`src/rtl/wb_dma_pkg.sv`:
```
// rtl/wb_dma_pkg.sv - shared register offsets, CTRL bit indices and FSM states for wb_dma
package wb_dma_pkg;

   localparam logic [1:0] REG_SRC  = 2'd0;
   localparam logic [1:0] REG_DST  = 2'd1;
   localparam logic [1:0] REG_LEN  = 2'd2;
   localparam logic [1:0] REG_CTRL = 2'd3;

   localparam int CTRL_START   = 0;
   localparam int CTRL_DONE    = 1;
   localparam int CTRL_ERR     = 2;
   localparam int CTRL_IRQ_EN  = 3;
   localparam int CTRL_FIX_SRC = 4;

   typedef enum logic [1:0] {
      IDLE = 2'd0,
      RD   = 2'd1,
      WR   = 2'd2,
      DONE = 2'd3
   } dma_state_t;

endpackage

```
`src/rtl/wb_dma_regs.sv`:
```
// rtl/wb_dma_regs.sv - wb_dma slave decode, registered ack and register file
// CTRL.FIX_SRC exists only when WB_DMA_FIXED_SRC_EN is defined.
module wb_dma_regs
   import wb_dma_pkg::*;
#(
   parameter int LEN_WIDTH = 16
) (
   input  logic                 clk,
   input  logic                 reset,
   input  logic [31:0]          wb_adr_i,
   input  logic [31:0]          wb_dat_i,
   output logic [31:0]          wb_dat_o,
   input  logic [3:0]           wb_sel_i,
   input  logic                 wb_stb_i,
   input  logic                 wb_cyc_i,
   input  logic                 wb_we_i,
   output logic                 wb_ack_o,
   input  logic                 busy,
   input  logic                 done_set,
   input  logic                 err_set,
   output logic                 start,
   output logic [31:2]          src,
   output logic [31:2]          dst,
   output logic [LEN_WIDTH-1:0] len,
   output logic                 fix_src,
   output logic                 intr
);

   logic [1:0]  reg_sel;
   logic        access;
   logic        wr_access;
   logic        ctrl_wr;
   logic        start_req;
   logic        zero_pend;
   logic        done;
   logic        err;
   logic        irq_en;
   logic [31:0] rd_data;
   logic        unused_bits;

   assign reg_sel     = wb_adr_i[3:2];
   assign access      = wb_stb_i & wb_cyc_i & ~wb_ack_o;
   assign wr_access   = access & wb_we_i;
   assign ctrl_wr     = wr_access & (reg_sel == REG_CTRL);
   assign start_req   = ctrl_wr & wb_dat_i[CTRL_START] & ~busy;
   assign start       = start_req & (len != '0);
   assign intr        = done & irq_en;
   assign unused_bits = ^{wb_sel_i, wb_adr_i[31:4], wb_adr_i[1:0]};

   always_comb begin
      rd_data = '0;
      case (reg_sel)
         REG_SRC: rd_data = {src, 2'b00};
         REG_DST: rd_data = {dst, 2'b00};
         REG_LEN: rd_data[LEN_WIDTH-1:0] = len;
         default: begin
            rd_data[CTRL_START]   = busy;
            rd_data[CTRL_DONE]    = done;
            rd_data[CTRL_ERR]     = err;
            rd_data[CTRL_IRQ_EN]  = irq_en;
            rd_data[CTRL_FIX_SRC] = fix_src;
         end
      endcase
   end

`ifdef WB_DMA_FIXED_SRC_EN
   always_ff @(posedge clk) begin
      if (reset) begin
         fix_src <= 1'b0;
      end else if (ctrl_wr && !busy) begin
         fix_src <= wb_dat_i[CTRL_FIX_SRC];
      end
   end
`else
   assign fix_src = 1'b0;
`endif

   always_ff @(posedge clk) begin
      if (reset) begin
         wb_ack_o  <= 1'b0;
         wb_dat_o  <= '0;
         src       <= '0;
         dst       <= '0;
         len       <= '0;
         done      <= 1'b0;
         err       <= 1'b0;
         irq_en    <= 1'b0;
         zero_pend <= 1'b0;
      end else begin
         wb_ack_o  <= access;
         // a zero-length start completes one cycle later without touching the bus
         zero_pend <= start_req & (len == '0);
         if (access && !wb_we_i) begin
            wb_dat_o <= rd_data;
         end
         if (wr_access && !busy) begin
            case (reg_sel)
               REG_SRC: src <= wb_dat_i[31:2];
               REG_DST: dst <= wb_dat_i[31:2];
               REG_LEN: len <= wb_dat_i[LEN_WIDTH-1:0];
               default: ;
            endcase
         end
         if (ctrl_wr) begin
            irq_en <= wb_dat_i[CTRL_IRQ_EN];
            if (wb_dat_i[CTRL_DONE]) done <= 1'b0;
            if (wb_dat_i[CTRL_ERR])  err  <= 1'b0;
         end
         if (start_req) begin
            done <= 1'b0;
            err  <= 1'b0;
         end
         // hardware status events take priority over a same-cycle software clear
         if (done_set || zero_pend) done <= 1'b1;
         if (err_set)               err  <= 1'b1;
      end
   end

endmodule

```
`src/rtl/wb_dma.sv`:
```
// rtl/wb_dma.sv - Wishbone block-copy engine: master FSM, working counters and data buffer
// Define WB_DMA_FIXED_SRC_EN to add CTRL.FIX_SRC (non-incrementing source).
module wb_dma
   import wb_dma_pkg::*;
#(
   parameter int LEN_WIDTH = 16
) (
   input  logic        clk,
   input  logic        reset,
   input  logic [31:0] wb_adr_i,
   input  logic [31:0] wb_dat_i,
   output logic [31:0] wb_dat_o,
   input  logic [3:0]  wb_sel_i,
   input  logic        wb_stb_i,
   input  logic        wb_cyc_i,
   input  logic        wb_we_i,
   output logic        wb_ack_o,
   output logic [31:0] m_adr_o,
   output logic [31:0] m_dat_o,
   input  logic [31:0] m_dat_i,
   output logic [3:0]  m_sel_o,
   output logic        m_we_o,
   output logic        m_cyc_o,
   output logic        m_stb_o,
   input  logic        m_ack_i,
   input  logic        m_err_i,
   output logic        intr
);

   dma_state_t           state;
   dma_state_t           state_next;
   logic                 gap;
   logic [31:2]          cur_src;
   logic [31:2]          cur_dst;
   logic [LEN_WIDTH-1:0] remaining;
   logic [31:0]          buffer;
   logic [31:2]          src;
   logic [31:2]          dst;
   logic [LEN_WIDTH-1:0] len;
   logic                 start;
   logic                 fix_src;
   logic                 busy;
   logic                 active;
   logic                 bus_ack;
   logic                 bus_err;
   logic                 last_word;

   wb_dma_regs #(
      .LEN_WIDTH (LEN_WIDTH)
   ) u_regs (
      .clk      (clk),
      .reset    (reset),
      .wb_adr_i (wb_adr_i),
      .wb_dat_i (wb_dat_i),
      .wb_dat_o (wb_dat_o),
      .wb_sel_i (wb_sel_i),
      .wb_stb_i (wb_stb_i),
      .wb_cyc_i (wb_cyc_i),
      .wb_we_i  (wb_we_i),
      .wb_ack_o (wb_ack_o),
      .busy     (busy),
      .done_set ((state == DONE) || bus_err),
      .err_set  (bus_err),
      .start    (start),
      .src      (src),
      .dst      (dst),
      .len      (len),
      .fix_src  (fix_src),
      .intr     (intr)
   );

   // gap is the one idle cycle that follows every acked phase
   assign busy      = (state != IDLE);
   assign active    = ((state == RD) || (state == WR)) && !gap;
   assign bus_err   = active & m_err_i;
   assign bus_ack   = active & m_ack_i & ~m_err_i;
   assign last_word = (remaining == LEN_WIDTH'(1));

   assign m_cyc_o = active;
   assign m_stb_o = active;
   assign m_we_o  = active & (state == WR);
   assign m_adr_o = {(state == WR) ? cur_dst : cur_src, 2'b00};
   assign m_dat_o = buffer;
   assign m_sel_o = 4'hF;

   always_comb begin
      state_next = state;
      case (state)
         IDLE: if (start) state_next = RD;
         RD: begin
            if (bus_err)      state_next = IDLE;
            else if (bus_ack) state_next = WR;
         end
         WR: begin
            if (bus_err)      state_next = IDLE;
            else if (bus_ack) state_next = last_word ? DONE : RD;
         end
         DONE:    state_next = IDLE;
         default: state_next = IDLE;
      endcase
   end

   always_ff @(posedge clk) begin
      if (reset) begin
         state     <= IDLE;
         gap       <= 1'b0;
         cur_src   <= '0;
         cur_dst   <= '0;
         remaining <= '0;
         buffer    <= '0;
      end else begin
         state <= state_next;
         gap   <= bus_ack;
         if (start) begin
            cur_src   <= src;
            cur_dst   <= dst;
            remaining <= len;
         end
         if (bus_ack && state == RD) begin
            buffer <= m_dat_i;
         end
         // word-granular counters wrap modulo 2^32 on their own
         if (bus_ack && state == WR) begin
            if (!fix_src) cur_src <= cur_src + 30'd1;
            cur_dst   <= cur_dst + 30'd1;
            remaining <= remaining - LEN_WIDTH'(1);
         end
      end
   end

endmodule

```
`config.mk`:
```
export PLATFORM = sky130hd
export DESIGN_NAME = wb_dma
export DESIGN_NICKNAME = d
export VERILOG_FILES = /design/src/rtl/wb_dma_pkg.sv /design/src/rtl/wb_dma_regs.sv /design/src/rtl/wb_dma.sv
export SDC_FILE = /design/constraint.sdc
export NUM_CORES = 1
export LEC_CHECK = 0
export BUFFER_PORTS_ARGS = -buffer_cell sky130_fd_sc_hd__buf_2
export CORE_MARGIN = 2
export CORE_UTILIZATION = 59
export DETAILED_ROUTE_END_ITERATION = 7
export PLACE_DENSITY = 0.89
export SYNTH_ARGS = -nofsm -noshare
export SYNTH_HDL_FRONTEND = slang
export SYNTH_SLANG_ARGS = --single-unit
```
`constraint.sdc`:
```
create_clock -name clk -period 3.8 [get_ports clk]
set_input_delay 0.38 -clock clk [delete_from_list [all_inputs] [get_ports clk]]
set_output_delay 0.38 -clock clk [all_outputs]
set_load 0.05 [all_outputs]
```
==> results_dict.tcl <==
set metrics [dict create \
    status "completed" \
    synth-async-reset-ratio_pct 0 \
    final_antenna_net_count 0 \
    synth.avg_cell_area_um2 7.993 \
    fin_worst_skew_ns 0.01516 \
    ioPinCount 212 \
    powerDensity_nw_per_um2 415.6 \
    synth-edff-count 0 \
    htreeDepth 1 \
    grt_usage_pct 33.48 \
    netlist_area_um2 10370 \
    cts.clk_slew.worst_paths_ns 0.06 \
    grt_overflow 0 \
    utilization_pct 70.46 \
    remaining_drc_errors 0 \
    antenna_cells 0 \
    wl_mm 32.03 \
    critPathKind "flop to flop" \
    placed_cells 1627 \
    clock_latency_ns 0.52 \
    multi_input_area_um2 5470 \
    hold_class "input pin to flop" \
    power_mw 5.047 \
    cp_cell_sequence "inv_1, ha_1, nand4bb_1, nor4_2, nand2_1, or4_1, a31oi_1" \
    ctsRootBufferMaster "clkbuf_16" \
    hold_viol_final 0 \
    antenna_found_initial 2 \
    synth-seq-cells 224 \
    die_x_um 136.6 \
    place_hpwl_mm 21.61 \
    stdcell_count 1670 \
    place_ws_ns 0.9102 \
    p_clk_share_pct 46.5 \
    slowest_stage "nor4_2" \
    finalSetupViolations 0 \
    initialDrtViolationCount 1143 \
    layout_commonest_cell "nand2_1" \
    post_synth_num_cell_types 60 \
    crit_fanout 8 \
    vias 10590 \
    rsz0062_at_grt "no" \
    via_per_inst 6.343 \
    post_drt_wl_per_cell_um 19.18 \
    slowest_delay_ns 0.65 \
    min_period_ns 3.057 \
    startpoint_type "flop" \
    cp.arrival_ns 3.49 \
    grt_max_degree 114 \
    cap_violations 0 \
    regArea_um2 4484 \
    holdBufCountCts 0 \
    worstMarginPinSlew_ns 1.086 \
    die-area_um2 18660 \
    rrSetupSlack_ns 0.74 \
    setup_tns_ns 0 \
    final_nets 1544 \
    drt-pass1-iter-count 6 \
    start_util_pct 60.19 \
    post-route-period-util_pct 80.45 \
    coreArea_um2 17240 \
    port_buffers 171 \
    cts_setup_buffers 0 \
    synth_flop_cell "dfxtp_1" \
    endpoint_kind "flop" \
    power.switching_mw 1.198 \
    cts.sinks 224 \
    syn2layout_area_growth_pct 17.05 \
    clock_path_buffers 3 \
    cp_data_required_time_ns 4.23 \
    swShare_pct 23.73 \
    mostFrequentLayoutCells "257 x nand2_1, 224 x dfxtp_1, 170 x buf_2" \
    die_y_um 136.6 \
    seqPwrFrac_pct 47.4 \
    maxClockFrequency_mhz 327.1 \
    cts_resized 0 \
    place.gp.congestion 0.9703 \
    setup_ws_ns 0.7429 \
    tritoncts "done" \
    pwr-share-comb_pct 6.2 \
    num_rows 48 \
    max_slew_margin_pct 26.93 \
    drive_gt1_share_pct 19.65 \
    peakVddDrop_uv 348.4 \
    p_int_mw 3.850 \
    ys_seq_area_share_pct 43.22 \
    grt_pass1_vias 9782 \
    slew_violations 0 \
    synth_cells 1298 \
    numCtsBuffers 24 \
    grt_pass1_wl_mm 50.20 \
    fill_cells 1316 \
    yosys_warnings 0 \
    p_leak_nw 4.686 \
]
critical path, delay by kind of cell, from the launching register on:
| family | cells | cell delay, ns |
|---|---|---|
| AO/OA/AOI/OAI | 1 | 0.20 |
| flip-flops | 1 | 0.41 |
| AND/OR/NAND/NOR | 4 | 1.90 |
| buffers and inverters | 1 | 0.11 |
| adder cells (fa/ha/maj) | 1 | 0.33 |
logic make-up (layout without fill, tap and decap cells):
family	after synthesis	count (layout)	synth area share, %
adders and majority gates	9	9	1.085
buffers and inverters	110	253	4.378
muxes	76	76	7.923
AOI/OAI and AO/OA	309	309	18.05
DFF	224	224	43.22
other	2	6	0.07239
and+or+nand+nor	568	568	25.27
through the flow:
stage | hold slack (ns) | instance area [µm²]
after floorplan | 0.4441 | 10390
after global placement | 0.4382 | 11360
after detailed placement | 0.4432 | 11360
after CTS | 0.08657 | 12140
after global routing | 0.09162 | 12140
final | 0.09525 | 12140
flip-flops by register name, indices dropped and copies added, names as in the netlist, 2 cells and up:
signal	cells
u_regs.dst	30
cur_dst	30
cur_src	30
u_regs.src	30
m_dat_o	32
remaining	16
u_regs.len	16
state	2
u_regs.wb_dat_o	32
Yosys cell counts, types with 10 or more instances:
cell / n / area share, %
nand2_1: 257 / 9.3
dfxtp_1: 224 / 43
a21oi_1: 168 / 8.1
nor2_1: 104 / 3.8
clkbuf_1: 81 / 2.9
nand3_1: 53 / 2.6
mux2i_1: 45 / 4.3
nor3_1: 45 / 2.2
a31oi_1: 31 / 1.9
mux2_2: 29 / 3.1
o21ai_0: 23 / 1.1
a211oi_1: 20 / 1.4
or3_1: 19 / 1.1
nand4_1: 18 / 1.1
o211ai_1: 16 / 1.2
a2bb2oi_1: 15 / 1.3
inv_1: 15 / 0.54
nor4_1: 14 / 0.84
and3_1: 10 / 0.60
power groups by stage:
stage / registers, mW / logic [mW] / clock network [mW]
final: 2.39 / 0.312 / 2.34
after CTS: 2.39 / 0.306 / 2.34
after global routing: 2.39 / 0.329 / 2.45
after detailed placement: 2.44 / 0.304 / 0
after floorplan: 2.46 / 0.179 / 0
after global placement: 2.44 / 0.299 / 0
layer usage:
metal  share of wire [%]  global-route usage (%)
met5               0.031                       0
met4                 3.7                   13.08
met3                  12                   8.852
met2                  45                   53.08
met1                  39                   43.59
layout make-up:
class | count | share of cell area (%)
flip-flops and latches | 224 | 36.93
repair buffers | 194 | 8.727
well taps | 225 | 2.318
clock inverters | 6 | 0.4739
clock buffers | 37 | 6.017
inverters | 16 | 0.4945
multi-input cells | 968 | 45.04
worst paths after layout:
path	startpoint	end	cells past startpoint
worst max register to register	state[0]	cur_src[27]	7
worst min register to register	m_dat_o[0]	m_dat_o[0]	2
worst min-delay path	m_dat_i[24]	m_dat_o[24]	3
worst max-delay path	state[0]	cur_src[27]	7
Note: power is estimated with default switching activity, not from simulation.
